===== src/rtl/i2c_xfer_sequencer_if.sv =====
// Request, FIFO and controller signals around the I2C transfer sequencer.
// The sequencer uses the slave modport; the requester side uses master.
interface i2c_xfer_sequencer_if #(
    parameter int DATA_W = 8,
    parameter int CNT_W  = 4
);
    logic              start;
    logic              rw;
    logic [6:0]        slave_addr;
    logic [CNT_W-1:0]  byte_count;
    logic              abort;
    logic [DATA_W-1:0] wr_data;
    logic              wr_valid;
    logic              wr_ready;
    logic              tx_full;
    logic              tx_push;
    logic [DATA_W-1:0] tx_data;
    logic              rx_empty;
    logic [DATA_W-1:0] rx_rdata;
    logic              rx_pop;
    logic              core_idle;
    logic              fifo_rst_n;
    logic              i2c_en;
    logic [7:0]        addr_out;
    logic [DATA_W-1:0] rd_data;
    logic              rd_valid;
    logic              busy;
    logic              done;
    logic              err;

    modport slave (
        input  start, rw, slave_addr, byte_count, abort,
        input  wr_data, wr_valid, tx_full,
        input  rx_empty, rx_rdata, core_idle,
        output wr_ready, tx_push, tx_data, rx_pop,
        output fifo_rst_n, i2c_en, addr_out,
        output rd_data, rd_valid, busy, done, err
    );

    modport master (
        output start, rw, slave_addr, byte_count, abort,
        output wr_data, wr_valid, tx_full,
        output rx_empty, rx_rdata, core_idle,
        input  wr_ready, tx_push, tx_data, rx_pop,
        input  fifo_rst_n, i2c_en, addr_out,
        input  rd_data, rd_valid, busy, done, err
    );
endinterface


===== src/rtl/i2c_xfer_sequencer.sv =====
// Runs one complete I2C write or read transfer per start request,
// driving FIFO reset, TX push, RX pop and controller enable.
module i2c_xfer_sequencer #(
    parameter int DATA_W     = 8,
    parameter int CNT_W      = 4,
    parameter int FIFO_DEPTH = 8,
    parameter int TIMEOUT    = 4096
) (
    input  logic PCLK,
    input  logic PRESETn,
    i2c_xfer_sequencer_if.slave bus
);
    localparam int TW = $clog2(TIMEOUT + 1);
    localparam logic [CNT_W-1:0] C_ONE = CNT_W'(1);
    localparam logic [TW-1:0] T_ONE = TW'(1);
    localparam logic [TW-1:0] T_LAST = TW'(TIMEOUT - 1);
    localparam logic [TW-1:0] T_MAX = TW'(TIMEOUT);

    typedef enum logic [2:0] {
        S_IDLE, S_FILL, S_ENABLE, S_WAIT,
        S_DRAIN, S_DONE, S_ERROR
    } state_t;

    state_t            state, nxt;
    logic              rw_q;
    logic [7:0]        addr_q;
    logic [CNT_W-1:0]  cnt_q;
    logic [CNT_W-1:0]  byte_cnt;
    logic [CNT_W-1:0]  pop_cnt;
    logic [CNT_W-1:0]  rd_cnt;
    logic [TW-1:0]     tmo_cnt;
    logic              pop_q;
    logic              rd_valid_q;
    logic [DATA_W-1:0] rd_data_q;
    logic              err_q;
    logic              fifo_up;
    logic              err_cyc;
    logic [CNT_W-1:0]  clip_cnt;
    logic              start_ok;
    logic              push_w;
    logic              pop_w;
    logic              ready_w;

    assign start_ok = (state == S_IDLE) && bus.start;
    assign clip_cnt = (int'(bus.byte_count) > FIFO_DEPTH)
                    ? CNT_W'(FIFO_DEPTH) : bus.byte_count;

    assign ready_w = (state == S_FILL) && !bus.tx_full;
    assign push_w  = ready_w && bus.wr_valid;
    // Pops are spaced so the registered FIFO data settles before the next.
    assign pop_w   = (state == S_DRAIN) && !bus.rx_empty
                   && !pop_q && (pop_cnt != cnt_q);

    always_comb begin
        nxt = state;
        unique case (state)
            S_IDLE: begin
                if (bus.start) begin
                    if (clip_cnt == '0) nxt = S_DONE;
                    else if (bus.rw) nxt = S_ENABLE;
                    else nxt = S_FILL;
                end
            end
            S_FILL: begin
                if (push_w && (byte_cnt + C_ONE == cnt_q))
                    nxt = S_ENABLE;
            end
            S_ENABLE: nxt = S_WAIT;
            S_WAIT: begin
                if (tmo_cnt == T_LAST) nxt = S_ERROR;
                else if (rw_q) nxt = S_DRAIN;
                else if (bus.core_idle && tmo_cnt != '0)
                    nxt = S_DONE;
            end
            S_DRAIN: begin
                if (tmo_cnt == T_LAST) nxt = S_ERROR;
                else if (rd_valid_q && (rd_cnt + C_ONE == cnt_q))
                    nxt = S_DONE;
            end
            S_DONE: nxt = S_IDLE;
            S_ERROR: if (err_cyc) nxt = S_IDLE;
            default: nxt = S_IDLE;
        endcase
        if (bus.abort && state != S_IDLE && state != S_ERROR)
            nxt = S_ERROR;
    end

    always_ff @(posedge PCLK or negedge PRESETn) begin
        if (!PRESETn) begin
            state      <= S_IDLE;
            rw_q       <= 1'b0;
            addr_q     <= '0;
            cnt_q      <= '0;
            byte_cnt   <= '0;
            pop_cnt    <= '0;
            rd_cnt     <= '0;
            tmo_cnt    <= '0;
            pop_q      <= 1'b0;
            rd_valid_q <= 1'b0;
            rd_data_q  <= '0;
            err_q      <= 1'b0;
            fifo_up    <= 1'b0;
            err_cyc    <= 1'b0;
        end else begin
            state      <= nxt;
            fifo_up    <= 1'b1;
            pop_q      <= pop_w;
            rd_valid_q <= pop_q && state == S_DRAIN && nxt == S_DRAIN;
            err_cyc    <= (state == S_ERROR) && !err_cyc;
            if (pop_q && state == S_DRAIN) rd_data_q <= bus.rx_rdata;
            if (push_w) byte_cnt <= byte_cnt + C_ONE;
            if (pop_w) pop_cnt <= pop_cnt + C_ONE;
            if (rd_valid_q) rd_cnt <= rd_cnt + C_ONE;
            if (nxt == S_ERROR && state != S_ERROR) err_q <= 1'b1;
            if (state == S_ENABLE) begin
                tmo_cnt <= '0;
            end else if ((state == S_WAIT || state == S_DRAIN)
                         && tmo_cnt != T_MAX) begin
                tmo_cnt <= tmo_cnt + T_ONE;
            end
            if (start_ok) begin
                rw_q     <= bus.rw;
                addr_q   <= {bus.slave_addr, bus.rw};
                cnt_q    <= clip_cnt;
                byte_cnt <= '0;
                pop_cnt  <= '0;
                rd_cnt   <= '0;
                err_q    <= 1'b0;
            end
        end
    end

    assign bus.wr_ready   = ready_w;
    assign bus.tx_push    = push_w;
    assign bus.tx_data    = push_w ? bus.wr_data : '0;
    assign bus.rx_pop     = pop_w;
    assign bus.fifo_rst_n = fifo_up && (state != S_ERROR);
    assign bus.i2c_en     = (state == S_ENABLE) || (state == S_WAIT)
                          || (state == S_DRAIN);
    assign bus.addr_out   = addr_q;
    assign bus.rd_data    = rd_data_q;
    assign bus.rd_valid   = rd_valid_q;
    assign bus.busy       = (state != S_IDLE);
    assign bus.done       = (state == S_DONE)
                          || (state == S_ERROR && err_cyc);
    assign bus.err        = err_q;
endmodule


===== src/flat_wrapper.sv =====
// flat-port wrapper written by rule: the top's interface ports become plain ports
module i2c_xfer_sequencer_flat 
#(
    parameter int DATA_W     = 8,
    parameter int CNT_W      = 4,
    parameter int FIFO_DEPTH = 8,
    parameter int TIMEOUT    = 4096
)
  (PCLK, PRESETn, bus_start, bus_rw, bus_slave_addr, bus_byte_count, bus_abort, bus_wr_data, bus_wr_valid, bus_tx_full, bus_rx_empty, bus_rx_rdata, bus_core_idle, bus_wr_ready, bus_tx_push, bus_tx_data, bus_rx_pop, bus_fifo_rst_n, bus_i2c_en, bus_addr_out, bus_rd_data, bus_rd_valid, bus_busy, bus_done, bus_err);
  i2c_xfer_sequencer_if #(.DATA_W(DATA_W), .CNT_W(CNT_W)) bus_i ();
  input  logic PCLK;
  input  logic PRESETn;
  input wire logic [$bits(bus_i.start)-1:0] bus_start;
  input wire logic [$bits(bus_i.rw)-1:0] bus_rw;
  input wire logic [$bits(bus_i.slave_addr)-1:0] bus_slave_addr;
  input wire logic [$bits(bus_i.byte_count)-1:0] bus_byte_count;
  input wire logic [$bits(bus_i.abort)-1:0] bus_abort;
  input wire logic [$bits(bus_i.wr_data)-1:0] bus_wr_data;
  input wire logic [$bits(bus_i.wr_valid)-1:0] bus_wr_valid;
  input wire logic [$bits(bus_i.tx_full)-1:0] bus_tx_full;
  input wire logic [$bits(bus_i.rx_empty)-1:0] bus_rx_empty;
  input wire logic [$bits(bus_i.rx_rdata)-1:0] bus_rx_rdata;
  input wire logic [$bits(bus_i.core_idle)-1:0] bus_core_idle;
  output wire logic [$bits(bus_i.wr_ready)-1:0] bus_wr_ready;
  output wire logic [$bits(bus_i.tx_push)-1:0] bus_tx_push;
  output wire logic [$bits(bus_i.tx_data)-1:0] bus_tx_data;
  output wire logic [$bits(bus_i.rx_pop)-1:0] bus_rx_pop;
  output wire logic [$bits(bus_i.fifo_rst_n)-1:0] bus_fifo_rst_n;
  output wire logic [$bits(bus_i.i2c_en)-1:0] bus_i2c_en;
  output wire logic [$bits(bus_i.addr_out)-1:0] bus_addr_out;
  output wire logic [$bits(bus_i.rd_data)-1:0] bus_rd_data;
  output wire logic [$bits(bus_i.rd_valid)-1:0] bus_rd_valid;
  output wire logic [$bits(bus_i.busy)-1:0] bus_busy;
  output wire logic [$bits(bus_i.done)-1:0] bus_done;
  output wire logic [$bits(bus_i.err)-1:0] bus_err;
  assign bus_i.start = bus_start;
  assign bus_i.rw = bus_rw;
  assign bus_i.slave_addr = bus_slave_addr;
  assign bus_i.byte_count = bus_byte_count;
  assign bus_i.abort = bus_abort;
  assign bus_i.wr_data = bus_wr_data;
  assign bus_i.wr_valid = bus_wr_valid;
  assign bus_i.tx_full = bus_tx_full;
  assign bus_i.rx_empty = bus_rx_empty;
  assign bus_i.rx_rdata = bus_rx_rdata;
  assign bus_i.core_idle = bus_core_idle;
  assign bus_wr_ready = bus_i.wr_ready;
  assign bus_tx_push = bus_i.tx_push;
  assign bus_tx_data = bus_i.tx_data;
  assign bus_rx_pop = bus_i.rx_pop;
  assign bus_fifo_rst_n = bus_i.fifo_rst_n;
  assign bus_i2c_en = bus_i.i2c_en;
  assign bus_addr_out = bus_i.addr_out;
  assign bus_rd_data = bus_i.rd_data;
  assign bus_rd_valid = bus_i.rd_valid;
  assign bus_busy = bus_i.busy;
  assign bus_done = bus_i.done;
  assign bus_err = bus_i.err;
  i2c_xfer_sequencer #(.DATA_W(DATA_W), .CNT_W(CNT_W), .FIFO_DEPTH(FIFO_DEPTH), .TIMEOUT(TIMEOUT)) u_core (.PCLK(PCLK), .PRESETn(PRESETn), .bus(bus_i));
endmodule

===== config.mk =====
export PLATFORM = sky130hd
export DESIGN_NAME = i2c_xfer_sequencer_flat
export DESIGN_NICKNAME = d
export VERILOG_FILES = /design/src/rtl/i2c_xfer_sequencer_if.sv /design/src/rtl/i2c_xfer_sequencer.sv /design/src/flat_wrapper.sv
export SDC_FILE = /design/constraint.sdc
export NUM_CORES = 1
export LEC_CHECK = 0
export ABC_AREA = 1
export CAP_MARGIN = 10
export CORE_AREA = 2 2 107 68
export DETAILED_ROUTE_END_ITERATION = 12
export DIE_AREA = 0 0 109 70
export PLACE_DENSITY = 0.79
export SYNTH_ARGS = -nofsm -noshare
export SYNTH_HDL_FRONTEND = slang
export SYNTH_SLANG_ARGS = --single-unit

===== constraint.sdc =====
create_clock -name PCLK -period 3.7 [get_ports PCLK]
set_input_delay 0.74 -clock PCLK [delete_from_list [all_inputs] [get_ports PCLK]]
set_output_delay 0.74 -clock PCLK [all_outputs]
set_load 0.02 [all_outputs]

======== After elaboration in Yosys (flattened, before gate mapping) ========
Index checks and enable logic that the tools add are counted.
W data, S select, Z words.
storage, ports and cells
  input bits .............................. 36
  bits in registers ....................... 54
  output and inout bits ................... 33
  logic and storage cells ................. 92
operators by class
  muxes and demuxes ....................... 24
  reduce and logical (&&, ||, !) cells .... 35
  equality and inequality tests ........... 14
  $add $sub $neg .......................... 4
  $lt $le $gt $ge ......................... 1
operators by type and width
  operator                 number
  $mux W3                  10
  $mux W4                  7
  $mux W13                 2
  $logic_and A1 B1 Y1      18
  $pmux W3 S6              1
  $eq A3 B3 Y1 const B     5
  $add A13 B1 Y13 const B  1
  $eq A13 B12 Y1 const B   1
  $ne A13 B13 Y1 const B   1
  $reduce_bool A13 Y1      1
  $add A4 B1 Y4 const B    3
  $reduce_bool A2 Y1       5
  $eq A4 B4 Y1             2
  $mux W8                  1
  $eq A3 B2 Y1 const B     2
  $gt A4 B4 Y1 const B     1
  $logic_not A1 Y1         4
  $logic_not A4 Y1         1
  $logic_or A1 B1 Y1       4
  $ne A4 B4 Y1             1
  $eq A3 B1 Y1 const B     1
  $logic_not A3 Y1         1
  $ne A3 B3 Y1 const B     1
  $reduce_bool A3 Y1       1
  2 further kinds          3

======== Depth between registers and ports, before layout ========
  depth after elaboration ................. 11
  mapped depth ............................ 14
  gate-level depth less buffers ........... 14

======== Worst setup path after synthesis ========
No wires, ideal clock.
  path type ............................... input to output
  start point ............................. in bus_wr_valid
  end point ............................... out bus_tx_data[0]
  path buffers ............................ 0
  arrival time ............................ 1.812 ns
  data required time ...................... 2.960 ns
  stages .................................. 4
  slack ................................... 1.148 ns
  path through ............................ inv_1 -> nor3_4 -> clkinv_1 -> nor2_1
between the ends
  longest elaborated chain between the ends .. 2
ends and longest elaborated chain
  item                   RTL line                   text
  start: declaration     flat_wrapper.sv:19         input wire logic [$bits(bus_i.wr_valid)-1:0] bus_wr_valid;
  $logic_and A1 B1 Y1    i2c_xfer_sequencer.sv:49   assign push_w = ready_w && bus.wr_valid;
  named net bus_tx_push  flat_wrapper.sv:25         output wire logic [$bits(bus_i.tx_push)-1:0] bus_tx_push;
  $mux W8                i2c_xfer_sequencer.sv:135  assign bus.tx_data = push_w ? bus.wr_data : '0;
  end: declaration       flat_wrapper.sv:26         output wire logic [$bits(bus_i.tx_data)-1:0] bus_tx_data;
The timed path passes the listed nets, and every way through them passes these cells.

======== Worst setup path after layout ========
  start point ............................. in bus_wr_valid
  end point ............................... out bus_tx_data[7]
between the ends
  longest elaborated chain between the ends .. 2
ends and longest elaborated chain
  item                 RTL line
  $logic_and A1 B1 Y1  i2c_xfer_sequencer.sv:49
  $mux W8              i2c_xfer_sequencer.sv:135
No other way between the ends.

==> impl_results.md <==
- DRC violations left: 0
- Count of TritonRoute iterations in the first routing pass: 5
- Number of buffers added by the clock tree synthesis step: 5
- Worst setup path category: in -> out
- TNS Setup: 0 ps
- Cells after synthesis: 375
- Complex-gate fraction of the synthesized area: 7.093%
- Cell depth of the worst hold path: 1
- Avg Cell Area, Syn: 7.714 sq um
- Post-layout minimum cycle time: 3213 ps
- Num rows: 24
- Resized Gates After CTS: 0
- Final Max Tran Viols: 0
- Sequential share of the synthesized area: 45.85%
- Endpoints failing hold: 0
- Post-route ant nets: 0
- Total vias in the final route: about 2,600
- Leading cell type in the layout, fill and taps excluded: nand2_1
- Post-CTS setup buffer count: 0
- Final wirelength: between 6000 and 7000 um
- Final critical-path share of the clock period: between 80% and 90%
- Max Fanout on Critical Path: 10
- R2R Setup Slk: 1780 ps
- Die Ht: 70 um
- Weighted congestion at the end of routability-driven global placement: 0.8700
- Final worst setup slack: slightly below 500 ps
- Top-level I/O count: slightly below 70
- Area share of fa/ha/maj cells after synthesis: 2.163%
- Maxcap violations: 0
- Non-filler cells in the finished layout: 541
- Largest area contributor in the netlist: dfrtp_1
- CTS Sinks: 53
- Final setup violation count: 0
- Number of global-route vias before repair: 2,365
- Clock tree from TritonCTS: built
- Wire length of the first global-routing pass: about 11,000 um
- # hold bufs at CTS: 0
- Post-layout net count: 490
- Number of DRC markers in iteration 0: 232
- Data arrival time of the critical path: 2470 ps
- Detailed-route wire length per cell: 12.46 um
- Max Freq: ~0.31 GHz
- H-tree depth reported by CTS: 2
- Leftover overflow at the end of global routing: 0
- Delay of the slowest cell on the worst path: 620 ps
- Longest Clk Path Bufs: 2
- Final HPWL DP: around 5200 um
- Normalized max-slew margin: roughly half
- Number of warning messages in the yosys log: 0
- Clock skew after layout: 7.272 ps
- Unrepaired setup endpoints after global routing: false
- LEAKAGE: 0.001820 uW
- Status: completed
- Overall routing resource usage: 18.60%
- Area contributors post-synth: dfrtp_1 46%, nand2_1 14%, inv_1 6.9%
- Count of cells along the worst register-to-register path: 9
- Number of buffer cells added on primary ports: 68
- Diodes inserted: 0
- Hold path startpoint: u_core.err_cyc
- Critical-path cell list: clkdlybuf4s50_1, inv_1, nor3_4, clkinv_1, nor2_1, clkdlybuf4s50_1
- Top cell type's share of synthesized area: 45.85%
- Synth Area in XOR/XNOR: 1.817%
- Number of unique standard cell types used by synthesis: 30
- Clk slew on worst S/H paths: 110 ps
- Root buffer selected by CTS: clkbuf_8
- Clock latency reported for the late side of the worst-skew pair: 310 ps
- Class of the tightest hold or removal check: reg -> reg
- Initial antenna violation count: 0
- Mux cell area share after synthesis: 3.114%
- Worst-path cell with the longest stage delay: clkdlybuf4s50_1
- VDD IR-drop max: 0.3757 mV
- Worst-case hold path end point: u_core.err_cyc
- Layout-stage area growth over the synthesis result: 30.80%
- Total of flip-flops plus latches after synthesis: 53
- Dominant combinational cell family by area after synthesis: simple AND/OR/NAND/NOR gates
- Starting utilization of the core area: 42.44%
- Worst R2R End: u_core.bus.err
- Synthesized net count: ~420
- Cell area after synthesis: approximately 2900 sq um
- Total power per unit cell area: 650.1 nW/um^2
- Required time reported for the critical path endpoint: a little under 3000 ps
- Core region area: between 6000 and 7000 sq um
- Total placed cells including tap cells: 533
- Most used cells in the layout excluding fill and tap cells: 105 x nand2_1, 67 x clkdlybuf4s50_1, 53 x inv_1, 53 x dfrtp_1, 40 x nor2_1
- Most repeated library cell on the critical path: clkdlybuf4s50_1
- Die area: about 7600 sq um
- Die extent in x: 109 um
- R2R Path Start: u_core.state[0]
- Per-cell via count in the routed design: 4.786
- Placement-stage worst setup slack: approximately 460 ps
- Maximum number of pins on one net before global-route repair: 36
- Total Power Consumption: between 2000 and 2500 uW
- Crit end category: output pin
- Simple-gate area share of the yosys netlist: 31.66%
- Worst setup SP type: input port
- Fraction of final layout cells sized beyond drive strength 1: 9.333%
- Worst Tran Pin Value: 764.9 ps
cells by family (layout without fill, tap and decap cells):
| logic type | after synthesis | after routing |
|---|---|---|
| AOI/OAI and AO/OA | 38 | 38 |
| xor gates and xnor gates | 6 | 6 |
| adders and majority gates | 5 | 5 |
| buffers and inverters | 62 | 137 |
| DFF | 53 | 53 |
| muxes | 8 | 8 |
| other | 1 | 1 |
| and+or+nand+nor | 202 | 202 |
report_power, final:
| part | switching, uW | leakage [uW] | internal, uW |
|---|---|---|---|
| registers | 176 | 0.000683 | 764 |
| logic | 665 | 0.00109 | 507 |
| clock network | 209 | 0.0000452 | 139 |
worst max path at each step:
stage,start,to
2_1_floorplan,bus_wr_valid,bus_tx_data[0]
3_3_place_gp,bus_tx_full,bus_tx_data[2]
3_5_place_dp,bus_wr_valid,bus_tx_data[7]
4_1_cts,bus_wr_valid,bus_tx_data[7]
5_1_grt,bus_tx_full,bus_tx_data[1]
6_report,bus_wr_valid,bus_tx_data[7]
final cells by class:
type	count	area (sq um)
Clock inverter	3	25.02
Timing Repair Buffer	72	705.7
Fill cell	610	3033
Inverter	57	214.0
Tap cell	91	113.9
Sequential cell	53	1326
Multi-Input combinational cell	260	1330
Clock buffer	5	68.82
Yosys cell counts:
master	n
a21oi_1	16
mux2_2	8
nor2_4	3
nor2_2	4
nor3_4	1
inv_2	3
nand4_1	7
o21ai_0	13
dfrtp_1	53
xor2_1	1
a31oi_1	1
nand2_1	105
inv_1	53
buf_4	1
conb_1	1
nand3_1	30
o21ai_1	3
nor2b_1	1
nor3_2	2
xnor2_1	5
a21boi_2	1
nor3_1	3
nand2_4	1
o22ai_1	3
ha_1	5
nand3_2	5
clkbuf_1	4
clkinv_1	1
nor2_1	40
o21ai_2	1
flip-flops by register name, summed over array words and instances, names as in the netlist:
signal	cells
u_core.bus.err	1
u_core.cnt_q	4
u_core.pop_cnt	4
u_core.bus.rd_valid	1
u_core.bus.rd_data	8
u_core.err_cyc	1
u_core.byte_cnt	4
u_core.tmo_cnt	13
u_core.rd_cnt	4
u_core.fifo_up	1
u_core.pop_q	1
u_core.bus.addr_out	8
u_core.state	3
worst max-delay path: cells and delay by family:
family        cells  cell delay [ps]
simple gates      2              340
buf+inv           4             1400
per-layer routing:
layer / global-route usage (%) / vias to the layer above / wire length, um
li1: - / 1332 / -
met1: 28.75 / 1168 / 3410
met2: 25.81 / 83 / 2785
met3: 5.602 / 6 / 511
met4: 3.134 / 0 / 35
met5: 0 / - / 0
per-stage QoR:
step,utilization (%),area [sq um],hold slack [ps]
floorplan,-,2893,429.6
global placement,54.13,3690,449.5
detailed placement,54.13,3690,458.3
CTS,55.51,3784,473.8
global route,55.51,3784,491.2
finish,55.51,3784,473.1
No activity file was read; power rests on OpenSTA's default activity.
==> RTL change 1, RTL diff (config.mk and constraints unchanged) <==
`FIFO_DEPTH` is set to 8 in 2 places; all go to 4.
--- a/src/rtl/i2c_xfer_sequencer.sv
+++ b/src/rtl/i2c_xfer_sequencer.sv
@@ -3,7 +3,7 @@
 module i2c_xfer_sequencer #(
     parameter int DATA_W     = 8,
     parameter int CNT_W      = 4,
-    parameter int FIFO_DEPTH = 8,
+    parameter int FIFO_DEPTH = 4,
     parameter int TIMEOUT    = 4096
 ) (
     input  logic PCLK,
--- a/src/flat_wrapper.sv
+++ b/src/flat_wrapper.sv
@@ -3,7 +3,7 @@
 #(
     parameter int DATA_W     = 8,
     parameter int CNT_W      = 4,
-    parameter int FIFO_DEPTH = 8,
+    parameter int FIFO_DEPTH = 4,
     parameter int TIMEOUT    = 4096
 )
   (PCLK, PRESETn, bus_start, bus_rw, bus_slave_addr, bus_byte_count, bus_abort, bus_wr_data, bus_wr_valid, bus_tx_full, bus_rx_empty, bus_rx_rdata, bus_core_idle, bus_wr_ready, bus_tx_push, bus_tx_data, bus_rx_pop, bus_fifo_rst_n, bus_i2c_en, bus_addr_out, bus_rd_data, bus_rd_valid, bus_busy, bus_done, bus_err);
Behaviour: not the same (a bounded check fails within 10 cycles, from zero or initial values and one cycle with PRESETn low).
==> RTL change 1 against the original RTL <==
  * Critical path depth decreased by 1
  * Sequential cell count unchanged
  * Non-clock buffer count decreased by 2
  * Area after synthesis increased by 0.48%
  * Clock skew increased by 0.0043 ns
  * Setup slack improved by 0.013 ns
  * Routed wire length increased by 3.3%
  * Total power increased by 3.5%
  * First-iteration DRC count decreased by 12%
  * Highest routed layer unchanged
  * Largest power group unchanged
  * Synthesized cell count increased by 1.9%
  * Design area increased by 0.30%
==> RTL change 1: results (changes against the original RTL) <==
[outcome]
outcome = finished clean

[drt]
wirelength_met1_um = 3420  ; +0.41%
wl_per_cell_um = 12.8  ; +2.5%
wl_met3_um = 558  ; +9.2%
via_count = 2700  ; +4.3%
routed_wl_um = 6960  ; +3.3%

[grt]
grtUsageTotal_pct = 19.1  ; +0.53 points
grt_max_degree = 41  ; +14%
first_global_vias = 2536  ; +7.2%
use_met1_pct = 28.3  ; -0.48 points
grt_pass1_wl_um = 11600  ; +3.5%

[placed_design]
place_area_sq_um = 3680  ; -0.20%
gp_congestion = 0.830  ; -4.6%
dp.cells = 537  ; +0.75%

[finish]
fill_cells = 614  ; +0.66%
final_nets = 494  ; +0.82%
drive_gt1_share_pct = 8.81  ; -0.52 points

[sta]
skew_ns = 0.0116  ; +0.00432 ns
holdWs_ns = 0.481  ; +0.00780 ns
tightest_slew_ns = 0.902  ; +0.137 ns
setup_ws_ns = 0.500  ; +0.0130 ns

[logic_synthesis]
ys_top_cells_by_count = 102 x nand2_1, 53 x dfrtp_1, 50 x inv_1
ys_top_cells_by_area = dfrtp_1 46%, nand2_1 13%, inv_1 6.5%

[pwr]
irDropWorstVdd_v = 0.000408  ; +8.6%
sequentialPower_mw = 0.965  ; +2.7%
switching_share_pct = 41.7  ; -0.98 points

## RTL change 1: layout make-up
type | instances | area share [%]
Multi-Input combinational cell | 261 | 34.8
Sequential cell | 53 | 34.9
Timing Repair Buffer | 70 | 18.2
Inverter | 62 | 6.13
Clock inverter | 3 | 1.15
Clock buffer | 5 | 1.81
Tap cell | 91 | 3.00
## RTL change 1: final timing paths
| path | end | startpoint |
|---|---|---|
| setup / recovery | bus_tx_data[2] | bus_tx_full |
| hold / removal | u_core.err_cyc$_DFF_PN0_ | u_core.err_cyc$_DFF_PN0_ |
| setup reg to reg | u_core.tmo_cnt[12]$_DFFE_PN0P_ | u_core.tmo_cnt[0]$_DFFE_PN0P_ |
| hold reg to reg | u_core.err_cyc$_DFF_PN0_ | u_core.err_cyc$_DFF_PN0_ |
| max in group asynchronous | u_core.bus.rd_valid$_DFF_PN0_ | PRESETn |
| min in group asynchronous | u_core.tmo_cnt[10]$_DFFE_PN0P_ | PRESETn |
## RTL change 1: worst reg2reg max path, stage by stage (launching register included)
cell and delay [ns]:
dfrtp_1 0.40, inv_1 0.11, ha_1 0.18, nand3_1 0.09, nor2_1 0.13, nand4_1 0.10, o21ai_1 0.49, inv_1 0.19
nor2_1 0.30, nand2_1 0.09, o31ai_1 0.08
## RTL change 1: cells by family (layout without fill, tap and decap cells)
| kind of cell | after synthesis | in the layout | share of synthesized area, % |
|---|---|---|---|
| other | 1 | 1 | 0.129 |
| AO/OA/AOI/OAI | 37 | 37 | 7.15 |
| buffers and inverters | 68 | 140 | 9.00 |
| adder cells (fa/ha/maj) | 5 | 5 | 2.15 |
| multiplexers | 8 | 8 | 3.10 |
| AND/OR/NAND/NOR | 200 | 200 | 29.8 |
| XOR/XNOR | 10 | 10 | 3.01 |
| flip-flops | 53 | 53 | 45.6 |
==> RTL change 2, RTL diff (config.mk and constraints unchanged) <==
Made on the original files. Encoding of `state_t`: now one-hot (7 bits for 7 states).
--- a/src/rtl/i2c_xfer_sequencer.sv
+++ b/src/rtl/i2c_xfer_sequencer.sv
@@ -16,9 +16,9 @@
     localparam logic [TW-1:0] T_LAST = TW'(TIMEOUT - 1);
     localparam logic [TW-1:0] T_MAX = TW'(TIMEOUT);
 
-    typedef enum logic [2:0] {
-        S_IDLE, S_FILL, S_ENABLE, S_WAIT,
-        S_DRAIN, S_DONE, S_ERROR
+    typedef enum logic [6:0] {
+        S_IDLE = 7'b0000001, S_FILL = 7'b0000010, S_ENABLE = 7'b0000100, S_WAIT = 7'b0001000,
+        S_DRAIN = 7'b0010000, S_DONE = 7'b0100000, S_ERROR = 7'b1000000
     } state_t;
 
     state_t            state, nxt;
Behaviour: no difference found for any inputs over 10 cycles, from zero or initial values and one cycle with PRESETn low; not proved beyond that.
==> RTL change 2 against the original RTL <==
  * First-iteration DRC count grew 25%
  * Synthesized cell count rose by 13%
  * Hold slack lost 0.066 ns
  * Total power decreased by 16%
  * Setup slack gained 0.065 ns
  * Area after synthesis increased by 9.4%
  * Utilization is 4.4 points higher
  * Non-clock buffer count down 2
  * Sequential cell count rose by 4
  * Routed wire length is 17% higher
  * Design area up 7.9%
  * Critical path depth increased by 2
  * Register-to-register slack worse by 0.24 ns
  * Sequential power is 10% lower
==> RTL change 2: results (changes against the original RTL) <==
[drt]
via_count = 2937  ; +13%
drtIter0Drc = 291  ; +25%
avgViaCountPerCell = 4.95  ; +3.5%

[pwr]
irDropWorstVdd_v = 0.000445  ; +19%
p_leak_nw = 1.97  ; +8.3%

[placed_design]
pre_cts_ws_ns = 0.701  ; +0.237 ns
place.detailed.hpwl_um = 5970  ; +14%
dp.cells = 577  ; +8.3%

[grt]
grt_pass1_wl_um = 13200  ; +18%
grtUsageTotal_pct = 22.6  ; +4.0 points
grt_max_degree = 31  ; -14%
first_global_vias = 2781  ; +18%

[worst_hold_path]
worstHoldPathType = in -> async

[clocking]
clkTransAtPathRegs_ns = 0.07  ; -0.04 ns
cts_buffers = 9  ; +4
h-tree-depth = 3  ; +1
clkLatencyLatePin_ns = 0.35  ; +0.04 ns

[logic_synthesis]
synthCells = 423  ; +13%
synth_nets = 464  ; +12%
async_reset_ff_share_pct = 100  ; unchanged
synth_cell_type_count = 34  ; +13%
ys_top_cells_by_area = dfrtp_1 44%, nand2_1 14%, inv_1 6.5%
ys_top_cells_by_count = 118 x nand2_1, 56 x dfrtp_1, 55 x inv_1

[finish]
fill_cells = 588  ; -3.6%
final_nets = 538  ; +9.8%
drive_gt1_share_pct = 8.57  ; -0.77 points

[sta]
tightest_slew_ns = 0.641  ; -0.124 ns
skew_ns = 0.0117  ; +0.00441 ns

[setup_path]
timing.rr.start = u_core.state[3]$_DFF_PN0_
crit_path_max_fanout = 14  ; +4
crit_arrival_ns = 2.41  ; -0.06 ns
reg2reg_depth = 7  ; -2
reg2reg_slack_ns = 1.54  ; -0.24 ns
cp_top_family = simple AND/OR/NAND/NOR gates

[outcome]
outcome = finished clean

RTL change 2: worst max-delay path by stage:
stage,cells past startpoint,endpoint,slack [ns],from
after floorplan,8,bus_tx_data[0],1.33,u_core.state[4]$_DFF_PN0_
after global placement,5,bus_tx_data[6],0.78,bus_tx_full
after detailed placement,5,bus_tx_data[7],0.70,bus_tx_full
after CTS,8,bus_tx_data[7],0.53,u_core.state[4]$_DFF_PN0_
after global routing,8,bus_tx_data[7],0.41,u_core.state[4]$_DFF_PN0_
final,8,bus_tx_data[7],0.55,u_core.state[4]$_DFF_PN0_
RTL change 2: where the power goes:
group	total, mW	internal [mW]	switching (mW)
registers	0.846	0.740	0.106
clock network	0.489	0.240	0.249
logic	0.734	0.299	0.435
total	2.07	1.28	0.790
RTL change 2: logic make-up (layout without fill, tap and decap cells):
logic type	count (synthesis)	after routing	share of synthesized area, %
simple gates	243	243	34.2
buf+inv	69	148	8.77
flops	57	57	45.1
compound gates	34	34	6.01
xor+xnor	14	14	3.87
fa+ha+maj	5	5	1.98
other cells	1	1	0.118
RTL change 2: worst register-to-register path, stage by stage, from the launching register on:
cell and delay, ns:
dfrtp_1 0.42, nor2_2 0.15, nand3_1 0.08, nor2_1 0.19, nand2_2 0.35, inv_1 0.47, nand3_1 0.18, a21oi_1 0.21
RTL change 2: stage by stage:
step	area, sq um	hold WS [ns]
2_1_floorplan	3170	0.444
3_5_place_dp	3930	0.459
5_1_grt	4080	0.442
3_3_place_gp	3930	0.457
6_report	4080	0.407
4_1_cts	4080	0.416
RTL change 2: metal layers:
| layer | GRT usage [%] | vias up | part of all wire [%] |
|---|---|---|---|
| met5 | 0 | - | 0 |
| met4 | 7.69 | 0 | 0.64 |
| met3 | 5.98 | 6 | 5.5 |
| met2 | 31.0 | 94 | 43 |
| met1 | 34.3 | 1350 | 51 |
| li1 | - | 1487 | - |
RTL change 2: cell type report:
class,count,share of cell area (%)
Timing Repair Buffer,70,16.9
Inverter,62,5.70
Clock buffer,12,3.31
Sequential cell,57,35.0
Tap cell,91,2.79
Clock inverter,4,0.552
Multi-Input combinational cell,297,35.8
